File: src/rtl/alu_seq_pkg.sv
// Shared types for the sequential ALU: opcode map, control FSM states and the default width.
package alu_seq_pkg;

    localparam int unsigned DefaultWidth = 8;

    typedef enum logic [3:0] {
        OpAdd  = 4'h0,
        OpSub  = 4'h1,
        OpAnd  = 4'h2,
        OpOr   = 4'h3,
        OpXor  = 4'h4,
        OpNot  = 4'h5,
        OpShl  = 4'h6,
        OpShr  = 4'h7,
        OpAsr  = 4'h8,
        OpAdc  = 4'h9,
        OpSbb  = 4'hA,
        OpCmp  = 4'hB,
        OpMul  = 4'hC,
        OpRol  = 4'hD,
        OpPass = 4'hE,
        OpIll  = 4'hF
    } op_e;

    typedef enum logic [1:0] {
        StIdle,
        StMul,
        StDone
    } state_e;

    // Ops whose carry result is written back to the carry register.
    function automatic logic is_arith(input op_e op);
        return op inside {OpAdd, OpSub, OpAdc, OpSbb, OpCmp};
    endfunction

endpackage

File: src/rtl/alu_mul_seq.sv
// Unsigned shift-add multiplier: one partial product per cycle, done pulses after WIDTH cycles.
module alu_mul_seq
    import alu_seq_pkg::*;
#(
    parameter int unsigned WIDTH = DefaultWidth
) (
    input  logic                 clk_i,
    input  logic                 rst_i,
    input  logic                 start_i,
    input  logic [WIDTH-1:0]     a_i,
    input  logic [WIDTH-1:0]     b_i,
    output logic                 done_o,
    output logic [2*WIDTH-1:0]   prod_o
);

    localparam int unsigned CntW = $clog2(WIDTH);
    localparam logic [CntW-1:0] CntLast = CntW'(WIDTH - 1);

    logic [2*WIDTH-1:0] acc_q, acc_d;
    logic [2*WIDTH-1:0] mcand_q, mcand_d;
    logic [WIDTH-1:0]   mplier_q, mplier_d;
    logic [CntW-1:0]    cnt_q, cnt_d;
    logic               busy_q, busy_d;
    logic               done_q, done_d;

    always_comb begin
        acc_d    = acc_q;
        mcand_d  = mcand_q;
        mplier_d = mplier_q;
        cnt_d    = cnt_q;
        busy_d   = busy_q;
        done_d   = 1'b0;
        if (start_i) begin
            acc_d    = '0;
            mcand_d  = {{WIDTH{1'b0}}, a_i};
            mplier_d = b_i;
            cnt_d    = '0;
            busy_d   = 1'b1;
        end else if (busy_q) begin
            if (mplier_q[0]) begin
                acc_d = acc_q + mcand_q;
            end
            mcand_d  = mcand_q << 1;
            mplier_d = mplier_q >> 1;
            cnt_d    = cnt_q + 1'b1;
            if (cnt_q == CntLast) begin
                busy_d = 1'b0;
                done_d = 1'b1;
            end
        end
    end

    always_ff @(posedge clk_i or posedge rst_i) begin
        if (rst_i) begin
            acc_q    <= '0;
            mcand_q  <= '0;
            mplier_q <= '0;
            cnt_q    <= '0;
            busy_q   <= 1'b0;
            done_q   <= 1'b0;
        end else begin
            acc_q    <= acc_d;
            mcand_q  <= mcand_d;
            mplier_q <= mplier_d;
            cnt_q    <= cnt_d;
            busy_q   <= busy_d;
            done_q   <= done_d;
        end
    end

    assign done_o = done_q;
    assign prod_o = acc_q;

endmodule

File: src/rtl/alu_seq_param.sv
// Sequential ALU with valid/ready handshakes on both sides; single-cycle ops plus a multi-cycle MUL.
module alu_seq_param
    import alu_seq_pkg::*;
#(
    parameter int unsigned WIDTH  = DefaultWidth,
    parameter int unsigned MUL_EN = 1
) (
    input  logic                   CLK,
    input  logic                   RST,
    input  logic                   IN_VALID,
    output logic                   IN_READY,
    input  logic [4+2*WIDTH-1:0]   INSTR,
    output logic                   OUT_VALID,
    input  logic                   OUT_READY,
    output logic [WIDTH-1:0]       Y,
    output logic                   C,
    output logic                   V,
    output logic                   N,
    output logic                   Z,
    output logic                   ILLEGAL
);

    localparam int unsigned ShW = $clog2(WIDTH);
    localparam int unsigned Msb = WIDTH - 1;

    state_e           state_q, state_d;
    logic             cf_q, cf_d;
    logic [WIDTH-1:0] y_q, y_d;
    logic             c_q, c_d, v_q, v_d, n_q, n_d, z_q, z_d, ill_q, ill_d;

    op_e              op;
    logic [WIDTH-1:0] a, b;
    logic [ShW-1:0]   sh;
    logic             accept, mul_op;

    logic [WIDTH-1:0] res_y;
    logic             res_c, res_v, res_ill;
    logic [WIDTH:0]   wide;
    logic [WIDTH-1:0] rot;

    logic               mul_done;
    logic [2*WIDTH-1:0] mul_prod;

    assign op     = op_e'(INSTR[4+2*WIDTH-1 -: 4]);
    assign a      = INSTR[2*WIDTH-1:WIDTH];
    assign b      = INSTR[WIDTH-1:0];
    assign sh     = b[ShW-1:0];
    assign mul_op = (op == OpMul) && (MUL_EN != 0);

    assign IN_READY  = !RST && ((state_q == StIdle) || (state_q == StDone && OUT_READY));
    assign accept    = IN_VALID && IN_READY;
    assign OUT_VALID = (state_q == StDone);

    // cf_q already holds the previous result's carry while it is presented, so an ADC/SBB
    // accepted on that hand-off sees it without a separate bypass path.
    always_comb begin
        res_y   = '0;
        res_c   = 1'b0;
        res_v   = 1'b0;
        res_ill = 1'b0;
        wide    = '0;
        rot     = '0;
        unique case (op)
            OpAdd, OpAdc: begin
                wide  = {1'b0, a} + {1'b0, b} + {{WIDTH{1'b0}}, (op == OpAdc) & cf_q};
                res_y = wide[WIDTH-1:0];
                res_c = wide[WIDTH];
                res_v = (a[Msb] == b[Msb]) && (wide[Msb] != a[Msb]);
            end
            OpSub, OpSbb, OpCmp: begin
                wide  = {1'b0, a} - {1'b0, b} - {{WIDTH{1'b0}}, (op == OpSbb) & cf_q};
                res_y = (op == OpCmp) ? a : wide[WIDTH-1:0];
                res_c = wide[WIDTH];
                res_v = (a[Msb] != b[Msb]) && (wide[Msb] != a[Msb]);
            end
            OpAnd:  res_y = a & b;
            OpOr:   res_y = a | b;
            OpXor:  res_y = a ^ b;
            OpNot:  res_y = ~a;
            OpShl: begin
                wide  = {1'b0, a} << sh;
                res_y = wide[WIDTH-1:0];
                res_c = wide[WIDTH];
            end
            OpShr: begin
                wide  = {a, 1'b0} >> sh;
                res_y = wide[WIDTH:1];
                res_c = wide[0];
            end
            OpAsr: begin
                wide  = $signed({a, 1'b0}) >>> sh;
                res_y = wide[WIDTH:1];
                res_c = wide[0];
            end
            OpRol: begin
                rot   = (a << sh) | (a >> (WIDTH - 32'(sh)));
                res_y = rot;
                res_c = (sh != '0) && rot[0];
            end
            OpPass: res_y = b;
            OpMul:  res_ill = (MUL_EN == 0);
            OpIll:  res_ill = 1'b1;
        endcase
    end

    always_comb begin
        state_d = state_q;
        unique case (state_q)
            StIdle: begin
                if (accept) begin
                    state_d = mul_op ? StMul : StDone;
                end
            end
            StMul: begin
                if (mul_done) begin
                    state_d = StDone;
                end
            end
            StDone: begin
                if (OUT_READY) begin
                    state_d = !accept ? StIdle : (mul_op ? StMul : StDone);
                end
            end
            default: state_d = StIdle;
        endcase
    end

    always_comb begin
        cf_d  = cf_q;
        y_d   = y_q;
        c_d   = c_q;
        v_d   = v_q;
        n_d   = n_q;
        z_d   = z_q;
        ill_d = ill_q;
        if (accept && !mul_op) begin
            y_d   = res_y;
            c_d   = res_c;
            v_d   = res_v;
            n_d   = res_y[Msb];
            z_d   = (res_y == '0);
            ill_d = res_ill;
            if (is_arith(op)) begin
                cf_d = res_c;
            end
        end else if (state_q == StMul && mul_done) begin
            y_d   = mul_prod[WIDTH-1:0];
            c_d   = |mul_prod[2*WIDTH-1:WIDTH];
            v_d   = |mul_prod[2*WIDTH-1:WIDTH];
            n_d   = mul_prod[Msb];
            z_d   = (mul_prod[WIDTH-1:0] == '0);
            ill_d = 1'b0;
        end
    end

    always_ff @(posedge CLK or posedge RST) begin
        if (RST) begin
            state_q <= StIdle;
            cf_q    <= 1'b0;
            y_q     <= '0;
            c_q     <= 1'b0;
            v_q     <= 1'b0;
            n_q     <= 1'b0;
            z_q     <= 1'b0;
            ill_q   <= 1'b0;
        end else begin
            state_q <= state_d;
            cf_q    <= cf_d;
            y_q     <= y_d;
            c_q     <= c_d;
            v_q     <= v_d;
            n_q     <= n_d;
            z_q     <= z_d;
            ill_q   <= ill_d;
        end
    end

    alu_mul_seq #(
        .WIDTH(WIDTH)
    ) u_mul (
        .clk_i   (CLK),
        .rst_i   (RST),
        .start_i (accept && mul_op),
        .a_i     (a),
        .b_i     (b),
        .done_o  (mul_done),
        .prod_o  (mul_prod)
    );

    assign Y       = y_q;
    assign C       = c_q;
    assign V       = v_q;
    assign N       = n_q;
    assign Z       = z_q;
    assign ILLEGAL = ill_q;

endmodule

File: config.mk
export PLATFORM = sky130hd
export DESIGN_NAME = alu_seq_param
export DESIGN_NICKNAME = d
export VERILOG_FILES = /design/src/rtl/alu_seq_pkg.sv /design/src/rtl/alu_mul_seq.sv /design/src/rtl/alu_seq_param.sv
export SDC_FILE = /design/constraint.sdc
export NUM_CORES = 1
export LEC_CHECK = 0
export ABC_CLOCK_PERIOD_IN_PS = 4850
export BUFFER_PORTS_ARGS = -buffer_cell sky130_fd_sc_hd__buf_2
export CELL_PAD_IN_SITES_DETAIL_PLACEMENT = 1
export CELL_PAD_IN_SITES_GLOBAL_PLACEMENT = 2
export CORE_AREA = 10 10 129 160
export CTS_BUF_LIST = sky130_fd_sc_hd__clkbuf_8
export CTS_CLUSTER_DIAMETER = 50
export CTS_CLUSTER_SIZE = 10
export DETAILED_ROUTE_END_ITERATION = 8
export DIE_AREA = 0 0 139 170
export PLACE_DENSITY = 0.79
export SLEW_MARGIN = 20
export SYNTH_ARGS = -nofsm -noshare
export SYNTH_HDL_FRONTEND = slang
export SYNTH_SLANG_ARGS = --single-unit
File: constraint.sdc
create_clock -name CLK -period 4.85 [get_ports CLK]
set_input_delay 0.97 -clock CLK [delete_from_list [all_inputs] [get_ports CLK]]
set_output_delay 0.97 -clock CLK [all_outputs]
set_load 0.005 [all_outputs]
==> out/summary.txt <==
Worst R2R Start: cf_q
I/O pins: 39
critical path startpoint: INSTR[19]
final net count: 832
pin count of the biggest net entering global routing: 44
WL/cell: 22.72 um
clock-pin slew on the worst setup and hold paths: 80 ps
Avg Cell Area, Syn: 8.186 um2
Final Total Pwr: 0.002722 W
FILL cells: 2138
pre-CTS WS: 553.3 ps
Slew headroom: 35.51%
Setup-failing EPs final: 0
Synth area leaders: dfrtp_1, ha_1, mux2i_1
number of synthesized flops with an enable pin: 0
total gr overflow: 0
Antenna Cells: 0
Initial DRC Count: 440
CP max-delay cell: o311ai_0
worst vdd ir: 0.0001414 V
delay-heaviest family, CP: compound AO/OA/AOI/OAI gates
sequential area share after synthesis: 24.89%
critical path required time: 5140 ps
top-area cell type share of the netlist area: 24.89%
synth warn: 0
endpoint class of the critical path: flop
Cell Area, Synth: 6033 um2
gpl congestion: 0.9784
Final Max Slew Viols: 0
Initial Util: 34.61%
Netlist cell types: 75
Hold Slack: 495.2 ps
die area: 23630 um2
max capacitance violation total: 0
critical path class: input pin to flop
Fin Setup TNS: 0 ps
CP peak stage delay: 590 ps
Cells after Synth: 737
min Tclk post-route: 3945 ps
min-delay src: u_mul.done_o
final WL: 22290 um
chip width: 139 um
leak pwr: 2.894 nW
detailed placement HPWL: 16920 um
DRT antenna net count: 0
Async SR Flop Fraction: 100.0%
Synth top cells by count: nand2_1, dfrtp_1, nor2_1
clk root buf: clkbuf_8
CTS tree: yes
Placement Rows: 54
via count: 5805
fin util: 37.97%
CTS Buf Count: 9
maximum achievable frequency: 0.2535 GHz
hold_buf cts: 0
critical path arrival: 4240 ps
number of remaining DRC errors: 0
cts repair resizes: 0
First-pass DRT Iterations: 5
Clock Skews: 16.22 ps
period utilization: 81.33%
slew of the pin with the lowest slew margin: 960.0 ps
H-tree levels: 3
main flop type after synthesis: dfrtp_1
RSZ-0062 raised after global routing: false
synthesized net count: 816
share of cells above drive strength 1: 12.42%
Critical path buffers and inverters: 2
IO buf count: 38
CTS Sinks: 60
status: complete, no violations
pwr/cell area: 411.3 nW/um2
vias in the first global route: 6203
number of buffers added for setup after CTS: 0
Hold Fails Final Rpt: 0
P&R area growth vs syn: 9.706%
critical path startpoint category: input pin
Overall Global Routing Usage: 18.51%
worst hold path class: flop to flop
initial antenna violation count: 0
Avg Vias per Cell: 5.917
Final Worst Setup Slack: 905.5 ps
global-route wire length before repair: 35190 um
#FFs+latches synth: 60
leading area contributor after synthesis: dfrtp_1
clock latency on the worst-skew pair: 350 ps
core area: 17430 um2
maximum clock insertion buffer count: 2
Die Y: 170 um
CP cell instances: buf_2 > nor2b_1 > nand3_1 > fa_1 > inv_1 > ha_1 > o21a_1 > o311ai_0 > a21oi_1 > or3_1 > o221a_2 > nor3_1 > a311o_1
crit path max fanout: 4
top-count cell post-synth: nand2_1
==> cell families (layout without fill, tap and decap cells) <==
| family | Yosys count | after routing | share of synthesized area [%] |
|---|---|---|---|
| mux | 55 | 55 | 10.87 |
| fa+ha+maj | 55 | 55 | 12.03 |
| compound gates | 198 | 198 | 21.88 |
| buf+inv | 86 | 106 | 6.304 |
| flops | 60 | 60 | 24.89 |
| xor+xnor | 19 | 19 | 2.758 |
| simple gates | 264 | 264 | 21.28 |
==> area by class of cell <==
class	instances	area, um2	area share, %
inverters	37	138.9	2.098
repair buffers	54	310.3	4.688
multi-input cells	591	4164	62.91
clock buffers	11	151.4	2.287
clock inverters	4	72.57	1.096
flip-flops and latches	60	1501	22.68
well taps	224	280.3	4.234
==> final timing paths <==
kind,endpoint,slack [ps],depth (start not counted)
setup / recovery,V,910,13
hold / removal,state_q[0],500,1
setup reg to reg,V,1480,11
hold reg to reg,state_q[0],500,1
max in group asynchronous,u_mul.prod_o[4],3240,3
min in group asynchronous,u_mul.mcand_q[12],720,2
==> cell usage in the layout (no fill, tap or decap), types with 6 or more instances in the layout <==
cell / count
nor2b_1: 8
o31ai_1: 6
o21ai_0: 50
inv_1: 36
nor3_1: 19
buf_2: 38
a22o_1: 6
nand2_1: 96
mux2i_1: 43
nand2b_1: 9
nand3_1: 11
a211oi_1: 12
mux4_2: 8
nor2_1: 59
buf_4: 16
a21oi_1: 40
nor4_1: 8
o211ai_1: 11
dfrtp_1: 60
and3_1: 9
and2_1: 6
a31oi_1: 10
clkbuf_8: 11
a21o_1: 6
nand3b_1: 7
xnor2_1: 15
ha_1: 50
==> where the power goes <==
| group | total [W] | leakage, nW | internal (W) | switching (W) |
|---|---|---|---|---|
| registers | 0.000868 | 0.755 | 0.000679 | 0.000188 |
| logic | 0.00134 | 2.03 | 0.000582 | 0.000754 |
| clock network | 0.000519 | 0.111 | 0.000314 | 0.000205 |
==> sequential cells by signal (all words and copies together) (netlist names) <==
name	cells
u_mul.mcand_q	16
u_mul.prod_o	16
Y	8
u_mul.mplier_q	8
u_mul.cnt_q	3
state_q	2
C	1
ILLEGAL	1
V	1
Z	1
cf_q	1
u_mul.busy_q	1
u_mul.done_o	1
==> per-layer routing <==
layer	GRT usage, %	part of all wire (%)
met3	2.924	3.5
met2	33.02	51
met5	0	0
met4	9.496	4.6
met1	20.91	41
==> metrics by stage <==
step                      instances  instance area (um2)
after floorplan                 737                 6033
after global placement          966                 6395
after CTS                       981                 6619
final                           981                 6619
after global routing            981                 6619
after detailed placement        966                 6395
Note: power is estimated with default switching activity, not from simulation.
